==> src/rtl/execute_muldiv.sv <==
// Iterative RV32M multiply/divide unit for the execute stage: one multiplier or
// quotient bit per clock, stalls the pipeline via busy, registered one-cycle result.
module execute_muldiv #(
  parameter int XLEN = 32
) (
  input  logic            clk,
  input  logic            rst,
  input  logic            v_in,
  input  logic            is_md,
  input  logic [2:0]      funct3,
  input  logic [XLEN-1:0] rs1_val,
  input  logic [XLEN-1:0] rs2_val,
  input  logic [4:0]      rd,
  input  logic            flush,
  output logic            busy,
  output logic            res_valid,
  output logic [4:0]      res_rd,
  output logic [XLEN-1:0] res_value
);

  localparam int CW = $clog2(XLEN + 1);

  typedef enum logic [1:0] {IDLE, BUSY, DONE} state_t;

  state_t            state, state_nxt;
  logic [CW-1:0]     cnt;
  logic [2:0]        op;
  logic [2*XLEN-1:0] acc, acc_nxt;
  logic [XLEN-1:0]   opb;
  logic              neg_res, neg_rem;

  logic              start, is_div, a_sgn, b_sgn, a_neg, b_neg;
  logic              div_zero, div_ovf, special;
  logic [XLEN-1:0]   a_mag, b_mag, special_val;

  logic [XLEN:0]     sum, shifted, diff;
  logic              q_bit;
  logic [2*XLEN-1:0] prod_fix;
  logic [XLEN-1:0]   quo, rem, result;

  assign start = v_in && is_md && !flush;

  // Operand decode: magnitudes, sign flags and the early-out divide cases.
  always_comb begin
    is_div   = funct3[2];
    a_sgn    = (funct3 == 3'b001) || (funct3 == 3'b010) ||
               (funct3 == 3'b100) || (funct3 == 3'b110);
    b_sgn    = (funct3 == 3'b001) || (funct3 == 3'b100) || (funct3 == 3'b110);
    a_neg    = a_sgn && rs1_val[XLEN-1];
    b_neg    = b_sgn && rs2_val[XLEN-1];
    a_mag    = a_neg ? -rs1_val : rs1_val;
    b_mag    = b_neg ? -rs2_val : rs2_val;
    div_zero = is_div && (rs2_val == '0);
    div_ovf  = is_div && !funct3[0] &&
               (rs1_val == {1'b1, {(XLEN-1){1'b0}}}) && (rs2_val == '1);
    special  = div_zero || div_ovf;
    if (div_zero) special_val = funct3[1] ? rs1_val : '1;
    else          special_val = funct3[1] ? '0 : rs1_val;
  end

  // acc holds {partial product, multiplier} or {remainder, dividend/quotient}.
  always_comb begin
    sum     = {1'b0, acc[2*XLEN-1:XLEN]} + (acc[0] ? {1'b0, opb} : '0);
    shifted = {acc[2*XLEN-1:XLEN], acc[XLEN-1]};
    diff    = shifted - {1'b0, opb};
    q_bit   = (shifted >= {1'b0, opb});
    if (op[2]) begin
      if (q_bit) acc_nxt = {diff[XLEN-1:0], acc[XLEN-2:0], 1'b1};
      else       acc_nxt = {shifted[XLEN-1:0], acc[XLEN-2:0], 1'b0};
    end else begin
      acc_nxt = {sum, acc[XLEN-1:1]};
    end
    prod_fix = neg_res ? -acc_nxt : acc_nxt;
    quo      = neg_res ? -acc_nxt[XLEN-1:0] : acc_nxt[XLEN-1:0];
    rem      = neg_rem ? -acc_nxt[2*XLEN-1:XLEN] : acc_nxt[2*XLEN-1:XLEN];
    case (op)
      3'b000:                 result = prod_fix[XLEN-1:0];
      3'b001, 3'b010, 3'b011: result = prod_fix[2*XLEN-1:XLEN];
      3'b100, 3'b101:         result = quo;
      default:                result = rem;
    endcase
  end

  always_comb begin
    state_nxt = state;
    case (state)
      IDLE: if (start) state_nxt = special ? DONE : BUSY;
      BUSY: if (cnt == CW'(1)) state_nxt = DONE;
      DONE: state_nxt = IDLE;
      default: state_nxt = IDLE;
    endcase
    if (flush) state_nxt = IDLE;
  end

  always_ff @(posedge clk or posedge rst) begin
    if (rst) state <= IDLE;
    else     state <= state_nxt;
  end

  always_ff @(posedge clk or posedge rst) begin
    if (rst) begin
      cnt       <= '0;
      op        <= '0;
      acc       <= '0;
      opb       <= '0;
      neg_res   <= 1'b0;
      neg_rem   <= 1'b0;
      res_rd    <= '0;
      res_value <= '0;
    end else if (state == IDLE && start) begin
      op     <= funct3;
      res_rd <= rd;
      if (special) begin
        res_value <= special_val;
      end else begin
        cnt     <= CW'(XLEN);
        neg_res <= a_neg ^ b_neg;
        neg_rem <= a_neg;
        // Dividend/multiplier goes in the low half; the other operand stays fixed.
        acc     <= is_div ? {{XLEN{1'b0}}, a_mag} : {{XLEN{1'b0}}, b_mag};
        opb     <= is_div ? b_mag : a_mag;
      end
    end else if (state == BUSY && !flush) begin
      acc <= acc_nxt;
      cnt <= cnt - CW'(1);
      if (cnt == CW'(1)) res_value <= result;
    end
  end

  assign busy      = !rst && (state == BUSY || (state == IDLE && start));
  assign res_valid = (state == DONE) && !flush;

endmodule

==> config.mk <==
export PLATFORM = sky130hd
export DESIGN_NAME = execute_muldiv
export DESIGN_NICKNAME = d
export VERILOG_FILES = /design/src/rtl/execute_muldiv.sv
export SDC_FILE = /design/constraint.sdc
export NUM_CORES = 1
export LEC_CHECK = 0
export BUFFER_PORTS_ARGS = -buffer_cell sky130_fd_sc_hd__buf_4
export CORE_MARGIN = 3
export CORE_UTILIZATION = 40
export CTS_BUF_LIST = sky130_fd_sc_hd__clkbuf_4
export DETAILED_ROUTE_END_ITERATION = 7
export SYNTH_ARGS = -nofsm -noshare
export SYNTH_HDL_FRONTEND = slang
export SYNTH_SLANG_ARGS = --single-unit
==> constraint.sdc <==
create_clock -name clk -period 10.23 [get_ports clk]
set_input_delay 2.046 -clock clk [delete_from_list [all_inputs] [get_ports clk]]
set_output_delay 2.046 -clock clk [all_outputs]
set_load 0.05 [all_outputs]
==> flow_metrics.py, run 1 <==
metrics = {
    "outcome": {
        "outcome": "complete, no violations",
    },
    "worst_hold_path": {
        "hold_path.class": "reg2reg",
    },
    "drt": {
        "vias": 18100,
        "ant_nets": 0,
        "drtPass1Iterations": 6,
        "routed_wl_mm": 69.55,
        "drt-initial-drc-count": 1945,
        "drc_errors": 0,
        "wl_per_cell_um": 24.28,
        "drt-vias-per-instance": 6.318,
    },
    "timing": {
        "whs_ps": 499.4,
        "relSlewSlack_pct": 24.66,
        "fin_tns_setup_ps": 0,
        "setup_ws_ps": 3720,
        "fmax_ghz": 0.1536,
        "hold_viol_final": 0,
        "setup_viol": 0,
        "min_period_over_period_pct": 63.64,
        "drv_slew": 0,
        "tightest_slew_ps": 1102,
        "rsz0062_at_grt": "no",
        "skew_ps": 53.21,
        "fin_crit_ps": 6510,
    },
    "power_and_ir_drop": {
        "ir_drop_mv": 0.2203,
        "power_density_nw_per_um2": 300.5,
        "power.leakage_uw": 0.007451,
    },
    "global_routing": {
        "grt_pass1_vias": 16680,
        "grt.total_usage_pct": 30.57,
        "gr-total-overflow": 0,
        "grt_max_degree": 125,
        "grt_pass1_wl_mm": 104.3,
        "antenna_found_initial": 2,
    },
    "worst_setup_path": {
        "arrival_ps": 7030,
        "criticalPathCategory": "reg2reg",
        "crit_chain": "inv_1 -> ha_1 -> a21oi_2 -> o21ai_4 -> o211a_2 -> o311a_4 -> nor3_2 -> nor2_1 -> inv_2 -> ha_1 -> o211ai_1 -> or3_1 -> or4_1 -> nor2_1 -> and2_1 -> nand3_1 -> or3_1 -> o21ai_0 -> xor2_1 -> a222oi_1 -> o21ai_1",
        "crit_buf_inv": 2,
        "crit_required_ps": 10750,
        "critPathSlowestCell": "or4_1",
        "crit_path_end_kind": "register",
        "start_kind": "register",
        "crit_fanout": 17,
        "slowest_delay_ps": 630,
        "critical-path-top-delay-family": "simple AND/OR/NAND/NOR gates",
        "rrSetupSlack_ps": 3720,
    },
    "flow_run": {
        "maxCapViolCount": 0,
    },
    "synthesis": {
        "syn_nets": 2462,
        "ys_seq_area_share_pct": 21.86,
        "async_flop_share_pct": 100.0,
        "netlist_top_cells_count": "nand2_1, nor2_1, a21oi_1, o21ai_0, dfrtp_1",
        "synth_top_area_cell": "dfrtp_1",
        "synth_warnings": 0,
        "synth.area.top_cells": "dfrtp_1, a21oi_1, o21ai_0",
        "synth_area_um2": 16710,
        "netlist_instances": 2312,
        "synth_top_area_share_pct": 21.86,
        "ys_types": 110,
        "ys.flop_type": "dfrtp_1",
        "ys_ff_latch": 146,
        "syn_area_per_cell_um2": 7.228,
        "synth_edf_count": 0,
    },
    "cells_and_area": {
        "area_delta_synth_final_pct": 7.959,
        "fin_cells": 2864,
        "fill_cells": 4263,
        "nNetsFinal": 2468,
        "layout-drive-gt1-share_pct": 11.03,
    },
    "place": {
        "pre_cts_slack_ps": 3270,
        "place_congestion": 0.9865,
        "dpl.hpwl_mm": 53.32,
        "dp_cells": 2831,
        "io_buffers": 115,
    },
    "clocking": {
        "cts.clk_slew.worst_paths_ps": 170,
        "cts_resized": 0,
        "cts_setup_buffers": 0,
        "clockBufferDepth": 2,
        "hold_buffers": 0,
        "insertion_delay_ps": 650,
        "cts_tree": "done",
        "cts_max_level": 4,
        "clock_sinks": 146,
        "numCtsBuffers": 17,
        "root_buffer": "clkbuf_4",
    },
    "floorplanning": {
        "initial_core_util_pct": 40.74,
        "chipWidth_um": 210.4,
        "rows": 74,
        "ios": 116,
        "dieArea_um2": 44270,
        "core_um2": 41020,
        "dieHeight_um": 210.4,
    },
}
-- routing by layer --
layer	global-route usage (%)	wire length (um)	part of all wire, %
met5	0	40	0.058
met4	10.30	2673	3.8
met3	6.444	6059	8.7
met2	48.87	31360	45
met1	41.32	29420	42
-- layout by cell type (no fill, tap or decap), types with 8 or more instances in the layout --
cell type and n:
o41ai_1 8, a21oi_1 234, or4_1 8, o22ai_1 13
a221oi_1 11, nor3_1 73, inv_1 76, nand3_1 73
and2_1 40, nor2_1 250, a31oi_1 30, buf_4 142
o21bai_1 10, nor2b_1 8, o21ai_0 197, mux2i_1 40
nand2b_1 17, a21o_1 28, xor2_1 63, o21ai_1 14
nor4_1 23, nand4_1 27, o21a_1 16, a2111oi_0 28
a22oi_1 9, o211ai_1 21, clkbuf_4 18, or3_1 22
dfrtp_1 145, xnor2_1 85, o31ai_1 38, and3_1 9
a211oi_1 43, nand2_1 250, ha_1 71
-- path summary, 6_finish.rpt --
path,to,startpoint,cells after the start
worst max-delay path,res_value[24]$_DFFE_PP0P_,opb[14]$_DFFE_PP0P_,21
min in group asynchronous,state[0]$_DFFE_PP0P_,rst,2
max in group asynchronous,acc[61]$_DFFE_PP0P_,rst,3
worst max register to register,res_value[24]$_DFFE_PP0P_,opb[14]$_DFFE_PP0P_,21
worst min-delay path,res_rd[1]$_DFFE_PP0P_,res_rd[1]$_DFFE_PP0P_,2
worst min register to register,res_rd[1]$_DFFE_PP0P_,res_rd[1]$_DFFE_PP0P_,2
-- report_power, final --
group	internal [uW]	switching [uW]
Sequential	765	284
Clock	106	272
Combinational	1310	2680
-- worst register-to-register path, cell delays in order (launching register included) --
cell and delay (ps):
dfrtp_1 570, inv_1 90, ha_1 420, a21oi_2 320, o21ai_4 150, o211a_2 360
o311a_4 260, nor3_2 290, nor2_1 170, inv_2 140, ha_1 210, o211ai_1 160
or3_1 440, or4_1 630, nor2_1 340, and2_1 260, nand3_1 170, or3_1 460
o21ai_0 220, xor2_1 160, a222oi_1 470, o21ai_1 120
-- final cells by class --
| class | instances | area, um^2 | area share, % |
|---|---|---|---|
| timing repair buffer | 142 | 1066 | 5.909 |
| clock buffer | 18 | 135.1 | 0.7490 |
| clock inverter | 14 | 117.6 | 0.6519 |
| inverter | 82 | 312.8 | 1.734 |
| tap | 532 | 665.6 | 3.690 |
| sequential | 146 | 3657 | 20.27 |
| antenna | 1 | 2.502 | 0.01387 |
| multi-input combinational | 1929 | 12080 | 66.98 |
-- flip-flops by register name, summed over array words and instances (netlist names) --
register and count:
res_rd 5, cnt 6, res_value 32, op 3, neg_rem 1, opb 32, neg_res 1, state 2
acc 64
-- per-stage QoR --
step	utilization (%)	power, uW	instance area (um^2)
2_1_floorplan	-	3690	16710
3_3_place_gp	43.36	4893	17790
3_5_place_dp	43.36	4922	17790
4_1_cts	43.98	5316	18040
5_1_grt	43.98	5751	18040
6_report	43.98	5421	18040
-- cells by family after synthesis --
family                     count (synthesis)  synth area share (%)
and+or+nand+nor                          849                 24.06
AOI/OAI and AO/OA                        809                 31.70
buffers and inverters                    237                 5.975
xor gates and xnor gates                 148                 7.757
DFF                                      146                 21.86
adders and majority gates                 73                 5.556
muxes                                     50                 3.085
No activity file was read; power rests on OpenSTA's default activity.
==> inputs of run 2 (changes only) <==
Settings changed: ABC_AREA from default to 1.
Clock period 10.23 ns to 5.7 ns, I/O delays scaled along.
==> flow_metrics.py, run 2 <==
metrics = {
    "synthesis": {
        "synth.most_common_cell": "nand2_1",
        "synth_top_family_by_area": "simple AND/OR/NAND/NOR gates",
        "synthAdderAreaFrac_pct": 4.937,
        "syn_nets": 3366,
        "synth_area_um2": 18800,
        "synth_edf_count": 0,
        "synth.area.top_cells": "dfrtp_1, nand2_1, inv_1",
        "synth_compound_area_share_pct": 16.28,
        "synthMuxAreaShare_pct": 0,
        "syn_area_per_cell_um2": 5.847,
        "yosys.area_share.xor_xnor_pct": 4.658,
        "async_flop_share_pct": 100.0,
        "ys_ff_latch": 146,
        "ys_seq_area_share_pct": 19.43,
        "synth_top_area_share_pct": 19.43,
        "synth_warnings": 0,
        "ys.flop_type": "dfrtp_1",
        "netlist_instances": 3216,
        "ys_types": 59,
        "yosys.area_share.simple_pct": 42.03,
        "synth_top_area_cell": "dfrtp_1",
        "netlist_top_cells_count": "nand2_1, inv_1, nor2_1, nand3_1, a21oi_1",
    },
    "drt": {
        "drt-vias-per-instance": 5.789,
        "drc_errors": 0,
        "routed_wl_mm": 93.30,
        "wl_per_cell_um": 24.12,
        "ant_nets": 0,
        "drt-initial-drc-count": 2897,
        "drtPass1Iterations": 8,
        "vias": 22390,
    },
    "timing": {
        "fin_tns_setup_ps": 0,
        "hold_viol_final": 0,
        "tightest_slew_ps": 1303,
        "fmax_ghz": 0.1950,
        "relSlewSlack_pct": 13.11,
        "setup_viol": 0,
        "rsz0062_at_grt": "no",
        "drv_slew": 0,
        "setup_ws_ps": 572.5,
        "skew_ps": 41.08,
        "fin_crit_ps": 5127,
        "min_period_over_period_pct": 89.96,
    },
    "floorplanning": {
        "initial_core_util_pct": 41.00,
        "dieArea_um2": 49650,
        "core_um2": 45870,
        "ios": 116,
        "rows": 78,
        "chipWidth_um": 222.8,
        "dieHeight_um": 222.8,
    },
    "clocking": {
        "insertion_delay_ps": 750,
        "hold_buffers": 0,
        "clock_sinks": 146,
        "cts_tree": "done",
        "root_buffer": "clkbuf_4",
        "cts.clk_slew.worst_paths_ps": 170,
        "numCtsBuffers": 17,
        "cts_setup_buffers": 0,
        "clockBufferDepth": 2,
        "cts_max_level": 4,
        "cts_resized": 0,
    },
    "cells_and_area": {
        "nNetsFinal": 3402,
        "layout-drive-gt1-share_pct": 10.75,
        "final_cell_mix": "nand2_1, inv_1, nor2_1",
        "top_register": "acc",
        "largest_register_ffs": 64,
        "area_delta_synth_final_pct": 8.084,
        "final_common_cell": "nand2_1",
        "register_area_um2": 3659,
        "final_cell_area_um2": 20320,
        "largestRegisters": "acc x64, opb x32, res_value x32",
        "fill_cells": 5058,
        "fin_cells": 3868,
        "multiInputGateArea_um2": 12780,
    },
    "power_and_ir_drop": {
        "power.leakage_uw": 0.01050,
        "power_density_nw_per_um2": 641.0,
        "ir_drop_mv": 0.3488,
    },
    "place": {
        "dp_cells": 3833,
        "pre_cts_slack_ps": 772.0,
        "dpl.hpwl_mm": 76.26,
        "place_congestion": 0.9988,
        "placed_cell_area_um2": 20030,
        "io_buffers": 115,
    },
    "worst_setup_path": {
        "crit_path_end_kind": "register",
        "criticalPathCategory": "reg2reg",
        "timing.rr.start": "acc[0]$_DFFE_PP0P_",
        "crit_required_ps": 6300,
        "start_kind": "register",
        "arrival_ps": 5730,
        "crit_fanout": 34,
        "startpoint": "acc[0]$_DFFE_PP0P_",
    },
    "worst_hold_path": {
        "hold_path.class": "reg2reg",
        "min_from": "res_rd[3]$_DFFE_PP0P_",
    },
    "global_routing": {
        "grt_pass1_vias": 20870,
        "grt_max_degree": 80,
        "grt.total_usage_pct": 36.65,
        "grt_pass1_wl_mm": 135.5,
        "antenna_found_initial": 2,
        "gr-total-overflow": 0,
    },
    "outcome": {
        "outcome": "complete, no violations",
    },
    "flow_run": {
        "maxCapViolCount": 0,
    },
}
==> run 2: changes by cell type in the layout (fill, tap and decap cells not counted), moves of 36 or more <==
cell     delta
nor3_1     -38
xnor2_1    -68
and2_1     -36
nand2_2    +39
nor2_1     +61
nand2_1   +648
nand3_1   +215
inv_1     +356
mux2i_1    -40
==> run 2: final timing paths <==
kind                                                   to  slack [ps]  depth (start not counted)
worst min-delay path                res_rd[3]$_DFFE_PP0P_         500                          2
worst max register to register  res_value[31]$_DFFE_PP0P_         570                         26
max in group asynchronous        res_value[9]$_DFFE_PP0P_        4000                          3
worst max-delay path            res_value[31]$_DFFE_PP0P_         570                         26
min in group asynchronous             neg_rem$_DFFE_PP0P_         530                          2
worst min register to register      res_rd[3]$_DFFE_PP0P_         500                          2
==> run 2: power breakdown <==
| part | switching [uW] | leakage (uW) | internal (uW) |
|---|---|---|---|
| Clock | 514 | 0.000148 | 264 |
| Sequential | 516 | 0.00180 | 1430 |
| Combinational | 7490 | 0.00856 | 2820 |
==> run 2: area by class of cell <==
cell class                 count  share of cell area (%)
clock buffer                  17                  0.6279
tap                          600                   3.694
multi-input combinational   2478                   62.88
sequential                   146                   18.00
clock inverter                15                  0.7634
inverter                     465                   8.612
timing repair buffer         144                   5.380
antenna                        3                 0.03694
==> run 2: routing by layer <==
layer / vias up / GRT usage, % / part of all wire, %
met2: 1062 / 56.91 / 44
met1: 10620 / 48.65 / 42
met3: 220 / 5.668 / 7.6
li1: 10490 / - / -
met4: 0 / 20.43 / 6.3
met5: - / 0 / 0
==> run 2: metrics by stage <==
stage | utilization [%] | hold slack (ps) | total power [uW]
after CTS | 44.29 | 498.8 | 12780
after global routing | 44.31 | 525.0 | 13900
after detailed placement | 43.68 | 460.1 | 11980
after global placement | 43.68 | 456.2 | 11960
after floorplan | - | 459.0 | 8690
final | 44.31 | 495.1 | 13030
==> run 2: cells by family (layout without fill, tap and decap cells) <==
kind of cell	Yosys count	in the layout
compound gates	549	549
xor+xnor	100	100
fa+ha+maj	73	73
buf+inv	592	641
flops	146	146
other cells	0	3
simple gates	1756	1756
==> run 2: worst max-delay path, cell delays in order (launching register included) <==
cell     delay [ps]
dfrtp_1        1240
nand2_1         120
inv_1           120
ha_1            230
inv_1            70
fa_1            360
inv_1           100
nand3_1          70
nand2_1         200
nand3_1         130
nand2_1         200
nand2_1          80
nand2_1         120
xor2_1          110
or2_2           280
nand2_1         270
nand2_1         110
nor2_2          190
nand3_1         270
nand2_2         230
nand3_1         100
nand2_1          60
nand3_1          80
nand2_1          80
inv_1            40
nand2_1          50
a21oi_1          60
